**src/rtl/ccff_chain_loader.sv**
```systemverilog
// Writer end of a ccff_head -> ccff_tail configuration chain: serializes bitstream words onto
// the chain and returns the bits shifted out of ccff_tail as readback words.
//
// state | meaning
// IDLE  | waiting for start; bit_count holds the last load's length
// SHIFT | accepting words and stepping bits onto ccff_head
// FLUSH | all bits stepped; waiting for the last tail sample and its rd handshake
// DONE  | one-cycle completion pulse
module ccff_chain_loader #(
  parameter int CHAIN_LEN = 24,
  parameter int WORD_W    = 8,
  parameter int CNT_W     = $clog2(CHAIN_LEN + 1)
) (
  input  logic              prog_clk,
  input  logic              pReset,
  input  logic              start,
  output logic              busy,
  output logic              done,
  input  logic [WORD_W-1:0] wr_data,
  input  logic              wr_valid,
  output logic              wr_ready,
  output logic [WORD_W-1:0] rd_data,
  output logic              rd_valid,
  input  logic              rd_ready,
  output logic              ccff_head,
  output logic              chain_clk_en,
  input  logic              ccff_tail,
  output logic [CNT_W-1:0]  bit_count
);

  localparam int BC_W  = $clog2(WORD_W + 1);
  localparam int IDX_W = (WORD_W > 1) ? $clog2(WORD_W) : 1;
  localparam logic [CNT_W-1:0] LEN_C    = CNT_W'(CHAIN_LEN);
  localparam logic [IDX_W-1:0] LAST_IDX = IDX_W'(WORD_W - 1);

  typedef enum logic [1:0] {IDLE, SHIFT, FLUSH, DONE} state_t;
  state_t state, next_state;

  logic [WORD_W-1:0] wbuf, wbuf_load, rb_buf, rb_word;
  logic [BC_W-1:0]   wbuf_cnt, load_cnt;
  logic [IDX_W-1:0]  rb_idx;
  logic [CNT_W-1:0]  remaining;
  logic              rd_last, launch, accept, step, word_closing, final_sample;

  assign launch       = (state == IDLE) && start;
  assign remaining    = LEN_C - bit_count;
  assign accept       = wr_valid && wr_ready;
  // A tail sample is taken on every edge where the chain is enabled.
  assign word_closing = chain_clk_en && (rb_idx == LAST_IDX);
  assign final_sample = chain_clk_en && (bit_count == LEN_C);
  // Hold off a step whose sample would land on a readback word that cannot be emitted yet.
  assign step         = (state == SHIFT) && (wbuf_cnt != '0) && !rd_valid && !word_closing;
  assign rb_word      = rb_buf | (WORD_W'(ccff_tail) << rb_idx);

  always_comb begin
    load_cnt  = BC_W'(WORD_W);
    wbuf_load = '0;
    if (32'(remaining) < WORD_W) load_cnt = BC_W'(remaining);
    for (int i = 0; i < WORD_W; i++) begin
      if (i < 32'(load_cnt)) wbuf_load[i] = wr_data[i];
    end
  end

  always_comb begin
    next_state = state;
    busy       = 1'b0;
    done       = 1'b0;
    wr_ready   = 1'b0;
    case (state)
      IDLE: begin
        if (start) next_state = SHIFT;
      end
      SHIFT: begin
        busy     = 1'b1;
        wr_ready = (wbuf_cnt == '0) && (bit_count != LEN_C);
        if (bit_count == LEN_C) next_state = FLUSH;
      end
      FLUSH: begin
        busy = 1'b1;
        if (rd_valid && rd_ready && rd_last) next_state = DONE;
      end
      DONE: begin
        done       = 1'b1;
        next_state = IDLE;
      end
      default: next_state = IDLE;
    endcase
  end

  always_ff @(posedge prog_clk or negedge pReset) begin
    if (!pReset) state <= IDLE;
    else         state <= next_state;
  end

  always_ff @(posedge prog_clk or negedge pReset) begin
    if (!pReset) begin
      ccff_head    <= 1'b0;
      chain_clk_en <= 1'b0;
      bit_count    <= '0;
      wbuf         <= '0;
      wbuf_cnt     <= '0;
      rb_buf       <= '0;
      rb_idx       <= '0;
      rd_data      <= '0;
      rd_valid     <= 1'b0;
      rd_last      <= 1'b0;
    end else begin
      chain_clk_en <= step;
      if (step) begin
        ccff_head <= wbuf[0];
        wbuf      <= wbuf >> 1;
        wbuf_cnt  <= wbuf_cnt - BC_W'(1);
        bit_count <= bit_count + CNT_W'(1);
      end else if (accept) begin
        wbuf     <= wbuf_load;
        wbuf_cnt <= load_cnt;
      end

      if (rd_valid && rd_ready) rd_valid <= 1'b0;
      if (chain_clk_en) begin
        if (word_closing || final_sample) begin
          rd_data  <= rb_word;
          rd_valid <= 1'b1;
          rd_last  <= final_sample;
          rb_buf   <= '0;
          rb_idx   <= '0;
        end else begin
          rb_buf <= rb_word;
          rb_idx <= rb_idx + IDX_W'(1);
        end
      end

      if (launch) begin
        bit_count <= '0;
        wbuf      <= '0;
        wbuf_cnt  <= '0;
        rb_buf    <= '0;
        rb_idx    <= '0;
        rd_last   <= 1'b0;
      end
    end
  end

endmodule

```
**config.mk**
```make
export PLATFORM = sky130hd
export DESIGN_NAME = ccff_chain_loader
export DESIGN_NICKNAME = d
export VERILOG_FILES = /design/src/rtl/ccff_chain_loader.sv
export SDC_FILE = /design/constraint.sdc
export NUM_CORES = 1
export LEC_CHECK = 0
export BUFFER_PORTS_ARGS = -buffer_cell sky130_fd_sc_hd__buf_2
export CORE_ASPECT_RATIO = 1.1
export CORE_UTILIZATION = 60
export DETAILED_ROUTE_END_ITERATION = 10
export GPL_TIMING_DRIVEN = 0
export MAX_ROUTING_LAYER = met4
export PLACE_DENSITY_LB_ADDON = 0.12
export SYNTH_ARGS = -nofsm -noshare
export SYNTH_HDL_FRONTEND = slang
export SYNTH_SLANG_ARGS = --single-unit
```
**constraint.sdc**
```tcl
create_clock -name prog_clk -period 5.6 [get_ports prog_clk]
set_input_delay 0.84 -clock prog_clk [delete_from_list [all_inputs] [get_ports prog_clk]]
set_output_delay 0.84 -clock prog_clk [all_outputs]
set_load 0.05 [all_outputs]
```
Word-level counts from Yosys, hierarchy flattened. Index checks and enable logic that the tools add are counted.

Shifts and indexed selects: 1. Equality and inequality tests: 9. Reduce and logical (&&, ||, !) cells: 24. $lt $le $gt $ge: 9. Bitwise gates (word level): 1. Muxes and demuxes: 36. $add $sub $neg: 4.

Operator list (number): 8-bit 2-to-1 mux (6); 1-bit 2-to-1 mux (17); 3-bit by 4-bit < comparator with 1-bit output (first input constant) (4); 4-bit 2-to-1 mux (4); 1-bit logical AND (10); 5-bit 2-to-1 mux (2); 3-bit 2-to-1 mux (3); 1-bit by 4-bit < comparator with 1-bit output (first input constant) (2); 2-bit by 4-bit < comparator with 1-bit output (first input constant) (2); 8-bit bitwise OR (1); 2-bit case mux with 4 select lines (1); 1-bit by 3-bit left shift with 8-bit output (1); 2-bit 2-to-1 mux (3); 2-bit nonzero test (3); 5-bit by 1-bit adder with 5-bit output (second input constant) (1); 5-bit == test (second input constant) (1); 5-bit by 4-bit < comparator with 1-bit output (second input constant) (1); 5-bit != test (second input constant) (1); 5-bit subtractor (first input constant) (1); 2-bit == test (second input constant) (2); 4-bit zero test (1); 2-bit != test (second input constant) (2); 2-bit AND reduction (2); 4-bit nonzero test (1); other kinds (11) (12).

Word-level logic and storage cells: 95. Input bits: 14. Register bits: 42. Output and inout port bits: 19.

Longest topological paths before layout. Gate-level depths: netlist of the first run.

Word-level depth: 8. Mapped depth: 9. Mapped depth without buffers: 7.

Worst setup path before layout of the first run. No wires, ideal clock.

Path kind: reg-to-output. From: register bit_count[0]. To: output port wr_ready. Arrival: 1910 ps. Required time: 4760 ps. Path buffers: 2. Setup slack: 2850 ps. Stages on the path, launching flop included: 7. Cells stage by stage: dfrtp_1 > buf_2 > inv_1 > ha_1 > buf_2 > nand4b_1 > and3_1.

Cells in the longest elaborated chain, start to end: 3.

RTL lines: start: declaration (line 28) `output logic [CNT_W-1:0] bit_count`; start signal: assignment (line 113) `bit_count <= bit_count + CNT_W'(1);`; 5-bit != test (line 75) `wr_ready = (wbuf_cnt == '0) && (bit_count != LEN_C);`; 1-bit logical AND (line 75); 1-bit 2-to-1 mux (line 69) `case (state)`; end: declaration (line 21) `output logic wr_ready,`.

No other way between the ends.

Worst setup path in the final report of the first run. Same ends and word-level chain as after synthesis.

==> flow_summary.toml, run 1 <==
[run_status]
outcome = "complete, no violations"

[setup_path]
cpLargestDelayFamily = "buffers and inverters"
start_kind = "flop"
crit_path_end_kind = "output pin"
timing.critical_path.cells = "buf_2 -> inv_1 -> ha_1 -> buf_2 -> nand4b_1 -> and3_1 -> buf_2"
cp.required_ps = 4760
r2r_start = "bit_count[0]$_DFFE_PN0P_"
crit_cells = 7
cp.arrival_ps = 2010
rrSetupSlack_ps = 3430
cpMostUsedCell = "buf_2"
crit_type = "reg2out"
cpPeakStageDelay_ps = 410
cp_max_fo = 10
reg2regPathDepth = 8
critPathSlowestCell = "dfrtp_1"
reg2reg_to = "wbuf[4]$_DFFE_PN0P_"
path_buf_inv = 4

[hold_path]
worstHoldStart = "ccff_head$_DFFE_PN0P_"
worstHoldPathType = "reg2reg"
holdPathEnd = "ccff_head$_DFFE_PN0P_"
holdPathStages = 2

[floorplanning]
dieArea_um2 = 4220
coreArea_um2 = 3710
die_x_um = 62
die_h_um = 68
ioPinCount = 33
rows = 23
start_util = 0.640

[sta]
hold_viol = 0
max_freq_mhz = 351
slew_headroom = 0.389
finalMaxSlewViolations = 0
rsz0062_at_grt = "false"
finalCriticalPeriod_ps = 2850
setup_tns_ps = 0
worstMarginPinSlew_ps = 917
post-route-period-util = 0.509
skew_ps = 7.60
setup_viol_count_final = 0

[synthesis]
synth_top_family_by_area = "simple AND/OR/NAND/NOR gates"
synthCells = 253
yosysWarningCount = 0
synth_fa_ha_area_frac = 0.0579
ys_seq_area_frac = 0.442
syn_area_per_cell_um2 = 9.39
synth_edf_count = 0
syn-num-nets = 278
muxShareOfSynthArea = 0.00421
synth.top_cells.by_area = "dfrtp_1 44%, ha_1 5.8%, a21oi_1 5.1%, nand2_1 4.4%, o21ai_0 3.4%"
yosysTopAreaCell = "dfrtp_1"
synth_compound_area_frac = 0.200
synthDistinctLibCells = 57
yosys.area_share.xor_xnor = 0.0111
synth_top_area_frac = 0.442
synth-async-reset-ratio = 1.00
ys_ff_latch = 42
synthSimpleGateAreaFrac = 0.227
synth_top_flop_cell = "dfrtp_1"
syn_area_um2 = 2380

[placement]
gp_congestion = 0.883
io_buffers = 32
dp_hpwl_um = 3630
place_inst = 335

[routing]
dr.pass1.iters = 4
drt-total-wl_um = 5130
dr.first_iter.drc_count = 181
ant_nets = 0
vias = 2041
drt-vias-per-instance = 5.95
wire_per_inst_um = 15.0
drc = 0

[clock_network]
clkTransAtPathRegs_ps = 80
root_buffer = "clkbuf_8"
cts_buffers = 5
cts_tree = "done"
h-tree-depth = 2
cts_hold_buffers = 0
cts.sinks = 42
post_cts_buffers = 0
clockBufferDepth = 2
worstSkewPairLatency_ps = 310
cts_resized = 0

[power_and_ir_drop]
irDropWorstVdd_uv = 303
power.switching_mw = 0.653
power_density_nw_per_um2 = 511
leakage_nw = 1.24
p_sw_frac = 0.475
p_int_mw = 0.720
p_clk_frac = 0.147
total_power_mw = 1.37
p_comb_frac = 0.524
seqPwrFrac = 0.330

[final_layout]
drive_gt1_frac = 0.215
n_antenna_cell = 0
finalNetCount = 317
instances_no_fill = 343
syn_to_final_growth_pct = 13.2

[grt]
grt_max_degree = 43
track_usage = 0.278
grt_pass1_vias = 1815
grt_pass1_wl_um = 8240
antenna_found_initial = 0
grt_overflow = 0

[job]
cap_viol_max_count = 0
==> logic make-up (layout without fill, tap and decap cells) <==
kind of cell	count (synthesis)	in the layout
compound gates	72	72
xor+xnor	3	3
fa+ha+maj	11	11
buf+inv	28	68
flops	42	42
mux	1	1
simple gates	96	96
==> layer usage <==
metal  vias up  GRT usage  wire length, µm
met2        66      0.399             2310
li1       1001          -                -
met3        19     0.0643              289
met5         -          -                0
met4         0      0.108              117
met1       955      0.379             2420
==> stage by stage <==
| stage | hold WS [ps] | util | area (µm²) | setup slack, ps |
|---|---|---|---|---|
| floorplan | 438 | - | 2380 | 2850 |
| global placement | 453 | 0.700 | 2600 | 3100 |
| detailed placement | 457 | 0.700 | 2600 | 3110 |
| CTS | 477 | 0.724 | 2690 | 2750 |
| global route | 522 | 0.724 | 2690 | 2600 |
| finish | 473 | 0.724 | 2690 | 2750 |
==> power groups by stage <==
stage	logic, mW	clock network, mW	registers (mW)
CTS	0.717	0.203	0.452
global placement	0.699	0	0.452
floorplan	0.490	0	0.523
finish	0.719	0.202	0.452
detailed placement	0.713	0	0.457
global route	0.786	0.214	0.463
==> cell usage after synthesis, types with 3 or more instances <==
master     instances
nand4_1            6
nand2_1           28
inv_1             11
nand2b_1           4
nand3_1           11
nor2b_1            3
xnor2_1            3
ha_1              11
clkbuf_1           5
o21ai_0           16
o31ai_1            3
nor2_1            17
a31oi_1            5
or4_1              4
buf_2              7
o2111ai_1          4
dfrtp_1           42
a21oi_1           24
==> area by class of cell <==
type | instances | area, µm²
Buffer | 16 | 87.6
Timing Repair Buffer | 32 | 160
Fill cell | 293 | 1020
Clock buffer | 5 | 68.8
Inverter | 12 | 50.0
Tap cell | 50 | 62.6
Sequential cell | 42 | 1050
Multi-Input combinational cell | 183 | 1190
Clock inverter | 3 | 21.3
==> registers in the layout (all words and copies together), names as in the netlist <==
register	count
rb_buf	8
rd_data	8
wbuf	8
bit_count	5
wbuf_cnt	4
rb_idx	3
state	2
ccff_head	1
chain_clk_en	1
rd_last	1
rd_valid	1
==> worst register-to-register path: stages, from the launching register on <==
cell and delay, ps:
dfrtp_1 410, buf_2 240, inv_1 60, ha_1 180
buf_2 160, nand4b_1 210, nand4_1 410, a21oi_1 270
o22ai_1 100
==> cell usage in the layout, fill, tap and decap left out, types with 2 or more instances in the layout <==
cell type,n
o21ai_0,16
nand4_1,6
a311oi_1,2
xnor2_1,3
nor2b_1,3
o31ai_1,3
nor4b_1,2
and3_1,2
o311ai_1,2
a31oi_1,5
inv_1,11
o2111ai_1,4
and2_1,2
and3b_1,2
nor2_1,17
nand3_1,11
nand2_1,28
dfrtp_1,42
clkbuf_1,5
or4_1,4
o22ai_1,2
ha_1,11
nand2b_1,4
a21oi_1,24
nor3_1,2
buf_6,2
clkbuf_8,5
o211ai_1,2
buf_2,39
==> how the worst max path moves through the flow <==
stage                                        start  endpoint  slack, ps
after floorplan           bit_count[0]$_DFFE_PN0P_  wr_ready       2850
after global placement    bit_count[0]$_DFFE_PN0P_  wr_ready       3100
after detailed placement  bit_count[0]$_DFFE_PN0P_  wr_ready       3110
after CTS                 bit_count[0]$_DFFE_PN0P_  wr_ready       2750
after global routing      bit_count[0]$_DFFE_PN0P_  wr_ready       2600
final                     bit_count[0]$_DFFE_PN0P_  wr_ready       2750
No activity file was read; power rests on OpenSTA's default activity.
==> run 2: changes to the inputs <==
- ABC_AREA: default -> 1
- CORE_UTILIZATION: 60 -> 51
- clock period: 5.6 -> 2.6 ns (I/O delays scaled with it)
==> run 2 against run 1 <==
Compared with the run above:
- die area rose by 12%
- critical path depth fell by 1
- design area fell by 2.9%
- wire length fell by 14%
- first-iteration DRC count fell by 30%
- clock skew fell by 0.73 ps
- global-route usage fell by 6.6 points
- critical endpoint unchanged
- highest routed layer unchanged
==> flow_summary.toml, run 2 <==
[run_status]
outcome = "complete, no violations"

[clock_network]
cts_hold_buffers = 0
cts_tree = "done"
cts_resized = 0
post_cts_buffers = 0
h-tree-depth = 2
cts_buffers = 5
clkTransAtPathRegs_ps = 80
worstSkewPairLatency_ps = 290
cts.sinks = 42
root_buffer = "clkbuf_8"
clockBufferDepth = 2

[routing]
ant_nets = 0
vias = 1865
dr.pass1.iters = 4
drt-total-wl_um = 4430
drt-vias-per-instance = 5.05
drc = 0
wire_per_inst_um = 12.0
dr.first_iter.drc_count = 126

[sta]
finalMaxSlewViolations = 0
max_freq_mhz = 481
setup_viol_count_final = 0
hold_viol = 0
setup_tns_ps = 0
slew_headroom = 0.390
skew_ps = 6.86
rsz0062_at_grt = "false"
worstMarginPinSlew_ps = 915
finalCriticalPeriod_ps = 2080
post-route-period-util = 0.799

[setup_path]
rrSetupSlack_ps = 740
crit_type = "reg2out"
start_kind = "flop"
reg2regPathDepth = 10
r2r_start = "rb_idx[1]$_DFFE_PN0P_"
cp.arrival_ps = 1690
reg2reg_to = "wbuf_cnt[1]$_DFFE_PN0P_"
cp.required_ps = 2210
crit_path_end_kind = "output pin"
cp_max_fo = 8

[synthesis]
synth-async-reset-ratio = 1.00
syn_area_um2 = 2270
synthCells = 275
synth_edf_count = 0
synth_top_area_frac = 0.462
syn_area_per_cell_um2 = 8.27
syn-num-nets = 300
synth.top_cells.by_area = "dfrtp_1 46%, nand2_1 12%, ha_1 6.1%, nand3_1 4.8%, o21ai_0 4.6%"
yosysTopAreaCell = "dfrtp_1"
yosysWarningCount = 0
synth_common_cells = "73 x nand2_1, 42 x dfrtp_1, 26 x inv_1, 22 x nand3_1, 21 x o21ai_0"
ys_seq_area_frac = 0.462
yosysMostFrequentCell = "nand2_1"
ys_ff_latch = 42
synth_top_flop_cell = "dfrtp_1"
synthDistinctLibCells = 32

[floorplanning]
start_util = 0.531
dieArea_um2 = 4730
ioPinCount = 33
rows = 25
die_x_um = 65.7
coreArea_um2 = 4290
die_h_um = 72.0

[grt]
track_usage = 0.212
grt_max_degree = 43
grt_pass1_wl_um = 7560
grt_overflow = 0
antenna_found_initial = 0
grt_pass1_vias = 1720

[hold_path]
worstHoldPathType = "in2async"

[power_and_ir_drop]
p_int_mw = 1.71
power.switching_mw = 1.67
power_density_nw_per_um2 = 1290
seqPwrFrac = 0.319
p_sw_frac = 0.495
total_power_mw = 3.38
irDropWorstVdd_uv = 566
p_comb_frac = 0.531
leakage_nw = 1.34
p_clk_frac = 0.150

[final_layout]
syn_to_final_growth_pct = 14.8
n_antenna_cell = 0
drive_gt1_frac = 0.213
final_common_cell = "nand2_1"
instances_no_fill = 369
finalNetCount = 339
reg.largest.list = "rb_buf (8), rd_data (8), wbuf (8)"
final_util = 0.609
final_cell_mix = "73 x nand2_1, 42 x dfrtp_1, 32 x buf_2, 26 x inv_1, 22 x nand3_1"

[placement]
place_inst = 361
dp_hpwl_um = 3240
io_buffers = 32
gp_congestion = 0.788

[job]
cap_viol_max_count = 0
## run 2: cell count changes in the layout (fill, tap and decap cells not counted), moves of 5 or more
cell,previous run,this run
a21oi_1,24,12
buf_2,39,32
clkbuf_1,5,0
inv_1,11,26
nand2_1,28,73
nand2_2,0,6
nand3_1,11,22
o21ai_0,16,21
o21ai_1,1,6
## run 2: stage by stage
step | hold slack (ps) | worst slack [ps] | instance area, µm²
after floorplan | 94.4 | 489 | 2270
after global placement | 450 | 787 | 2500
after detailed placement | 457 | 763 | 2500
after CTS | 267 | 496 | 2610
after global routing | 293 | 409 | 2610
final | 233 | 521 | 2610
## run 2: routing by layer
metal / track usage / share of wire / up-vias
met2: 0.339 / 0.49 / 33
li1: - / - / 974
met5: - / 0 / -
met4: 0.0531 / 0.012 / 0
met3: 0.0425 / 0.026 / 6
met1: 0.273 / 0.47 / 852
## run 2: layout make-up
| type | instances | area, µm² |
|---|---|---|
| clock buffer | 5 | 68.8 |
| inverter | 31 | 119 |
| tap | 54 | 67.6 |
| clock inverter | 3 | 40.0 |
| buffer | 3 | 26.3 |
| sequential | 42 | 1050 |
| fill | 393 | 1680 |
| timing repair buffer | 32 | 160 |
| multi-input combinational | 199 | 1080 |
## run 2: worst max-delay path: stages, from the launching register on
cell and delay [ps]:
dfrtp_1 430, inv_2 110, ha_1 220, nand2_2 120, o21ai_2 90, nor2_4 150
buf_2 290
## run 2: worst max path at each step
stage,to,start,cells after the start,slack (ps)
finish,wr_ready,bit_count[0]$_DFFE_PN0P_,6,520
global route,wr_ready,bit_count[0]$_DFFE_PN0P_,6,410
CTS,wr_ready,bit_count[0]$_DFFE_PN0P_,6,500
detailed placement,wbuf_cnt[1]$_DFFE_PN0P_,rb_idx[1]$_DFFE_PN0P_,10,760
global placement,wbuf_cnt[1]$_DFFE_PN0P_,rb_idx[1]$_DFFE_PN0P_,10,790
floorplan,wbuf_cnt[1]$_DFFE_PN0P_,bit_count[0]$_DFFE_PN0P_,11,490
## run 2: kinds of logic after synthesis
kind of cell               synth area share
AOI/OAI and AO/OA                     0.116
xor gates and xnor gates            0.00771
adders and majority gates            0.0605
buffers and inverters                0.0638
DFF                                   0.462
and+or+nand+nor                       0.290
## run 2: power by group through the flow
| stage | logic (mW) | clock network [mW] | registers, mW |
|---|---|---|---|
| floorplan | 1.12 | 0 | 1.38 |
| global placement | 1.78 | 0 | 1.08 |
| detailed placement | 1.81 | 0 | 1.09 |
| CTS | 1.81 | 0.519 | 1.08 |
| global route | 2.00 | 0.548 | 1.11 |
| finish | 1.80 | 0.506 | 1.08 |
